### config.mk
export PLATFORM = sky130hd
export DESIGN_NAME = triangle_pwm_deadtime
export DESIGN_NICKNAME = d
export VERILOG_FILES = /design/src/rtl/triangle_pwm_pkg.sv /design/src/rtl/pwm_deadtime_fsm.sv /design/src/rtl/triangle_pwm_deadtime.sv
export SDC_FILE = /design/constraint.sdc
export NUM_CORES = 1
export LEC_CHECK = 0
export ABC_AREA = 1
export BUFFER_PORTS_ARGS = -buffer_cell sky130_fd_sc_hd__buf_4
export CORE_MARGIN = 5
export CORE_UTILIZATION = 56
export CTS_CLUSTER_DIAMETER = 150
export CTS_CLUSTER_SIZE = 14
export DETAILED_ROUTE_END_ITERATION = 8
export PLACE_DENSITY_LB_ADDON = 0.2
export RECOVER_POWER = 25
export SYNTH_ARGS = -nofsm -noshare
export SYNTH_HDL_FRONTEND = slang
export SYNTH_HIERARCHICAL = 1
export SYNTH_SLANG_ARGS = --single-unit
### constraint.sdc
create_clock -name ref_clk -period 2.1 [get_ports ref_clk]
set_input_delay 0 -clock ref_clk [delete_from_list [all_inputs] [get_ports ref_clk]]
set_output_delay 0 -clock ref_clk [all_outputs]
set_load 0.02 [all_outputs]
### src/rtl/triangle_pwm_pkg.sv
// Shared definitions for the centre-aligned PWM with dead-time:
// default widths and the gate-drive FSM state encoding.
package triangle_pwm_pkg;

  localparam int DATA_WIDTH_DEF = 12;
  localparam int DT_WIDTH_DEF   = 8;

  typedef enum logic [1:0] {
    OFF  = 2'd0,
    H_ON = 2'd1,
    L_ON = 2'd2,
    DEAD = 2'd3
  } pwm_state_e;

endpackage

### src/rtl/pwm_deadtime_fsm.sv
// Complementary gate driver: turns the raw compare into a high/low pair
// separated by deadtime_active+1 cycles with both gates low.
module pwm_deadtime_fsm
  import triangle_pwm_pkg::*;
#(
  parameter int DT_WIDTH = DT_WIDTH_DEF
) (
  input  logic                ref_clk,
  input  logic                rstn,
  input  logic                raw,
  input  logic                enable,
  input  logic [DT_WIDTH-1:0] deadtime_active,
  output logic                pwm_h,
  output logic                pwm_l
);

  pwm_state_e          state_q, state_d;
  logic [DT_WIDTH-1:0] cnt_q, cnt_d;
  logic                pwm_h_q, pwm_l_q;

  always_ff @(posedge ref_clk or negedge rstn) begin
    if (!rstn) begin
      state_q <= OFF;
      cnt_q   <= '0;
      pwm_h_q <= 1'b0;
      pwm_l_q <= 1'b0;
    end else begin
      state_q <= state_d;
      cnt_q   <= cnt_d;
      pwm_h_q <= (state_d == H_ON);
      pwm_l_q <= (state_d == L_ON);
    end
  end

  // The DEAD exit side is chosen from raw in the exit cycle only, so a
  // compare glitch inside the dead interval cannot select the wrong gate.
  always_comb begin
    state_d = state_q;
    cnt_d   = cnt_q;
    if (!enable) begin
      state_d = OFF;
    end else begin
      case (state_q)
        OFF: begin
          state_d = DEAD;
          cnt_d   = deadtime_active;
        end
        H_ON: begin
          if (!raw) begin
            state_d = DEAD;
            cnt_d   = deadtime_active;
          end
        end
        L_ON: begin
          if (raw) begin
            state_d = DEAD;
            cnt_d   = deadtime_active;
          end
        end
        DEAD: begin
          if (cnt_q == '0) state_d = raw ? H_ON : L_ON;
          else             cnt_d   = cnt_q - 1'b1;
        end
        default: state_d = OFF;
      endcase
    end
  end

  assign pwm_h = pwm_h_q;
  assign pwm_l = pwm_l_q;

endmodule

### src/rtl/triangle_pwm_deadtime.sv
// Centre-aligned PWM from a triangle carrier: turning-point detection,
// valley-committed duty/dead-time shadow registers, compare and gate drive.
module triangle_pwm_deadtime
  import triangle_pwm_pkg::*;
#(
  parameter int DATA_WIDTH = DATA_WIDTH_DEF,
  parameter int DT_WIDTH   = DT_WIDTH_DEF
) (
  input  logic                  ref_clk,
  input  logic                  rstn,
  input  logic [DATA_WIDTH-1:0] triangle_wave,
  input  logic                  enable,
  input  logic [DATA_WIDTH-1:0] duty_in,
  input  logic                  duty_load,
  input  logic [DT_WIDTH-1:0]   deadtime,
  output logic                  pwm_h,
  output logic                  pwm_l,
  output logic                  valley,
  output logic                  peak,
  output logic [DATA_WIDTH-1:0] duty_active,
  output logic                  load_pending
);

  logic [DATA_WIDTH-1:0] tri_q;
  logic                  dir_q, dir_d;
  logic                  valley_q, valley_d;
  logic                  peak_q, peak_d;
  logic                  rising, falling;

  logic [DATA_WIDTH-1:0] duty_pend_q, duty_pend_d;
  logic [DATA_WIDTH-1:0] duty_act_q, duty_act_d;
  logic [DT_WIDTH-1:0]   dt_act_q, dt_act_d;
  logic                  load_pend_q, load_pend_d;
  logic                  raw;

  // Carrier stage: dir is 1 while rising; a flat sample keeps the direction.
  assign rising   = (triangle_wave > tri_q);
  assign falling  = (triangle_wave < tri_q);
  assign dir_d    = rising ? 1'b1 : (falling ? 1'b0 : dir_q);
  assign valley_d = !dir_q && rising;
  assign peak_d   = dir_q && falling;

  // Shadow registers: a load coincident with a valley commits the old
  // pending value and keeps the new one pending for the next valley.
  always_comb begin
    duty_pend_d = duty_pend_q;
    duty_act_d  = duty_act_q;
    dt_act_d    = dt_act_q;
    load_pend_d = load_pend_q;
    if (valley_q) begin
      duty_act_d  = duty_pend_q;
      dt_act_d    = deadtime;
      load_pend_d = 1'b0;
    end
    if (duty_load) begin
      duty_pend_d = duty_in;
      load_pend_d = 1'b1;
    end
  end

  always_ff @(posedge ref_clk or negedge rstn) begin
    if (!rstn) begin
      tri_q       <= '0;
      dir_q       <= 1'b1;
      valley_q    <= 1'b0;
      peak_q      <= 1'b0;
      duty_pend_q <= '0;
      duty_act_q  <= '0;
      dt_act_q    <= '0;
      load_pend_q <= 1'b0;
    end else begin
      tri_q       <= triangle_wave;
      dir_q       <= dir_d;
      valley_q    <= valley_d;
      peak_q      <= peak_d;
      duty_pend_q <= duty_pend_d;
      duty_act_q  <= duty_act_d;
      dt_act_q    <= dt_act_d;
      load_pend_q <= load_pend_d;
    end
  end

  assign raw = (tri_q < duty_act_q);

  pwm_deadtime_fsm #(
    .DT_WIDTH (DT_WIDTH)
  ) u_fsm (
    .ref_clk         (ref_clk),
    .rstn            (rstn),
    .raw             (raw),
    .enable          (enable),
    .deadtime_active (dt_act_q),
    .pwm_h           (pwm_h),
    .pwm_l           (pwm_l)
  );

  assign valley       = valley_q;
  assign peak         = peak_q;
  assign duty_active  = duty_act_q;
  assign load_pending = load_pend_q;

endmodule
==> results.md <==
* Final Cell Area at about 4300 um2
* Clk root buf: clkbuf_8
* Die area at 7040 um2
* Post-Syn Instances at ~350
* Slew headroom at 1.31%
* Netlist cell types at 29
* Max stage delay cell, worst path: dfrtp_1
* Worst Path Max Fanout at 5
* Critical path class: reg2reg
* Antenna-violating nets left at 0
* Total Wirelength at around 8100 um
* Data arrival, critical path at approximately 2.3 ns
* CTS Sinks at 60
* Synth Cell Area at 3060 um2
* P&R area growth vs syn at 40.1%
* Core Rows at 27
* Metal3 WL at ~430 um
* Worst Path Required at about 2.3 ns
* Clock Latency Late Sink at about 0.35 ns
* Crit-path cells: inv_1 -> ha_1 -> nand2_1 -> inv_1 -> nand4_1 -> a21oi_2 -> nor2_4 -> nor3_2 -> nor2_4 -> nand2_4 -> inv_1 -> nand2_1 -> nand2_1
* Initial antenna violation count at 0
* RePlAce Congestion at about 0.83
* Max stage delay on crit path at approximately 0.36 ns
* RSZ-0062 raised after global routing: true
* Synth Register Bits at 60
* Dpl cells at between 400 and 500
* Worst-case clock buffer depth at 2
* DRT iter0 DRCs at between 100 and 150
* Mapped Nets at slightly above 400
* Synth top area share at approximately half
* Tmin final at slightly above 2 ns
* Pre-CTS setup slack at -0.0724 ns
* CTS tree: yes
* Io pins at 53
* Clock slew at reported path FFs at approximately 0.070 ns
* Initial core utilization at a little under three fifths
* Fmax at about 490 MHz
* Post-DR vias/cell at about 5.0
* Tcrit/Tclk final at between 90% and 100%
* Top cells by area, synth: dfrtp_1 (48%), nand2_1 (14%), ha_1 (10%), inv_1 (6.0%), o21ai_0 (3.4%)
* Worst hold path type: in2reg
* Die X at 83.9 um
* Worst Hold Slack at 0.245 ns
* Endpoint class of the critical path: flop
* Cell family with most CP delay: simple AND/OR/NAND/NOR gates
* Max_cap viols at 0
* Post-DP HPWL at about 4800 um
* VDD IR-drop max at 0.897 mV
* Num CTS Buffers at 9
* Fin util at 79.2%
* Drc violations at 0
* Final worst slack at ~0.04 ns
* M1 WL at around 3300 um
* Synth Area per Inst at about 8.7 um2
* Crit path depth at 13
* Floorplan Core Area at approximately 5400 um2
* Ys Warns at 6
* Setup TNS at 0 ns
* GR Overflow Total at 0
* Hold Vio Cnt, Final at 0
* Nets at about 530
* Largest net degree at the start of global routing at about 60
* Crit start category: flop
* Depth of the CTS H-tree at 3
* Met2 Wirelength at 4140 um
* Diode count at 0
* Vias post-DR at between 2000 and 3000
* Seq/Total Area, Yosys at 49.1%
* DRT Pass-1 Iters at 4
* Leak pwr at 2.17 nW
* Share of layout cells above drive strength 1 at a little over a fifth
* Fillers at around 350
* Power Total at ~4.1 mW
* Worst-case reg-to-reg path depth at 13
* Buffers & Inverters on Critical Path at 3
* Gr usage total at around a quarter
* Power density cells at around 970 nW/um2
* Commonest cells after routing, fill and taps aside: nand2_1 (107), dfrtp_1 (59), inv_1 (46), dlygate4sd3_1 (46), buf_4 (40)
* Worst slew pin tran at between 1 and 1.5 ns
* Outcome: finished, final reports clean
* Final max-slew violation count at 0
* Vias in the first global route at 2843
* Worst hold path cell count at 4
* Commonest non-fill, non-tap cell in the layout: nand2_1
* Max Used Layer: met4
* Post-synth top area cell: dfrtp_1
* Placed inst area at 3510 um2
* Die height at ~84 um
* Number of port buffers at 52
* Fin cells at approximately 540
* Worst Skew at 0.00704 ns
* Final setup vio count at 0
* First-pass GRT wire length at 13000 um
* Wire per inst at between 10 and 15 um
-- cell usage after synthesis --
cell type and number:
o21ai_2 1, dfrtp_1 59, nand3_2 1, inv_1 49, buf_6 3, nor2_1 22, nand3_1 13, ha_1 25
o21ai_1 2, dfstp_2 1, clkinv_2 1, mux2_2 3, buf_2 4, a21oi_2 1, inv_2 1, o21ai_0 21
o21a_1 1, a21oi_1 11, nand4_1 2, nor2_4 2, a31oi_1 1, nor3_1 2, buf_4 1, mux2_4 5
a21o_1 1, o21bai_1 1, nand2_2 5, nand2_1 111, nor2_2 2
-- metal layers --
metal | up-vias | track usage, %
li1 | 1334 | -
met1 | 1278 | 27.3
met2 | 82 | 40.8
met3 | 24 | 4.94
met4 | 0 | 11.0
met5 | - | 0
-- area by class of cell --
class | instances | area (um2) | share of cell area (%)
Tap cell | 72 | 90.1 | 2.10
Sequential cell | 60 | 1500 | 35.1
Clock inverter | 5 | 52.6 | 1.23
Clock buffer | 10 | 138 | 3.21
Timing Repair Buffer | 111 | 891 | 20.8
Multi-Input combinational cell | 234 | 1420 | 33.1
Inverter | 51 | 193 | 4.50
-- repair_timing --
item                                    4_1_cts  5_1_grt
hold buffers                                 46        0
endpoints found under the setup margin        8       11
pin swaps                                     0       13
setup buffers                                 0       10
hold endpoints to repair                     93        0
gates cloned                                  0        1
resized for setup                             5       19
-- state kept, by name, indices dropped and copies added (netlist names) --
signal         cells
u_fsm/state_q      2
valley             1
duty_pend_q       12
dt_act_q           8
dir_q              1
u_fsm/pwm_l        1
peak               1
tri_q             12
load_pending       1
duty_active       12
u_fsm/pwm_h        1
u_fsm/cnt_q        8
-- power by group --
part           leakage [nW]  switching [mW]  internal (mW)  total [mW]
clock network        0.0979           0.470          0.567        1.04
logic                  1.35           0.859          0.636        1.49
registers             0.726           0.204           1.40        1.60
-- worst register-to-register path, delay by kind of cell, from the launching register on --
| kind | cells | cell delay [ns] |
|---|---|---|
| AOI/OAI and AO/OA | 1 | 0.19 |
| DFF | 1 | 0.36 |
| adders and majority gates | 1 | 0.31 |
| and+or+nand+nor | 8 | 0.87 |
| buffers and inverters | 3 | 0.21 |
-- worst paths after layout --
| path | slack, ns | start | end |
|---|---|---|---|
| worst min register to register | 0.48 | duty_pend_q[4]$_DFFE_PN0P_ | duty_pend_q[4]$_DFFE_PN0P_ |
| max in group asynchronous | 0.67 | rstn | tri_q[4]$_DFF_PN0_ |
| worst max-delay path | 0.04 | duty_active[7]$_DFFE_PN0P_ | u_fsm/cnt_q[3]$_DFFE_PN0P_ |
| worst max register to register | 0.04 | duty_active[7]$_DFFE_PN0P_ | u_fsm/cnt_q[3]$_DFFE_PN0P_ |
| min in group asynchronous | 0.55 | rstn | dt_act_q[2]$_DFFE_PN0P_ |
| worst min-delay path | 0.25 | duty_load | duty_pend_q[5]$_DFFE_PN0P_ |
-- logic make-up after synthesis --
| kind of cell | synth area share, % |
|---|---|
| simple gates | 21.7 |
| flops | 49.1 |
| buf+inv | 8.31 |
| compound gates | 7.08 |
| fa+ha+maj | 10.2 |
| mux | 3.56 |
Power figures use the tool's default switching activity.
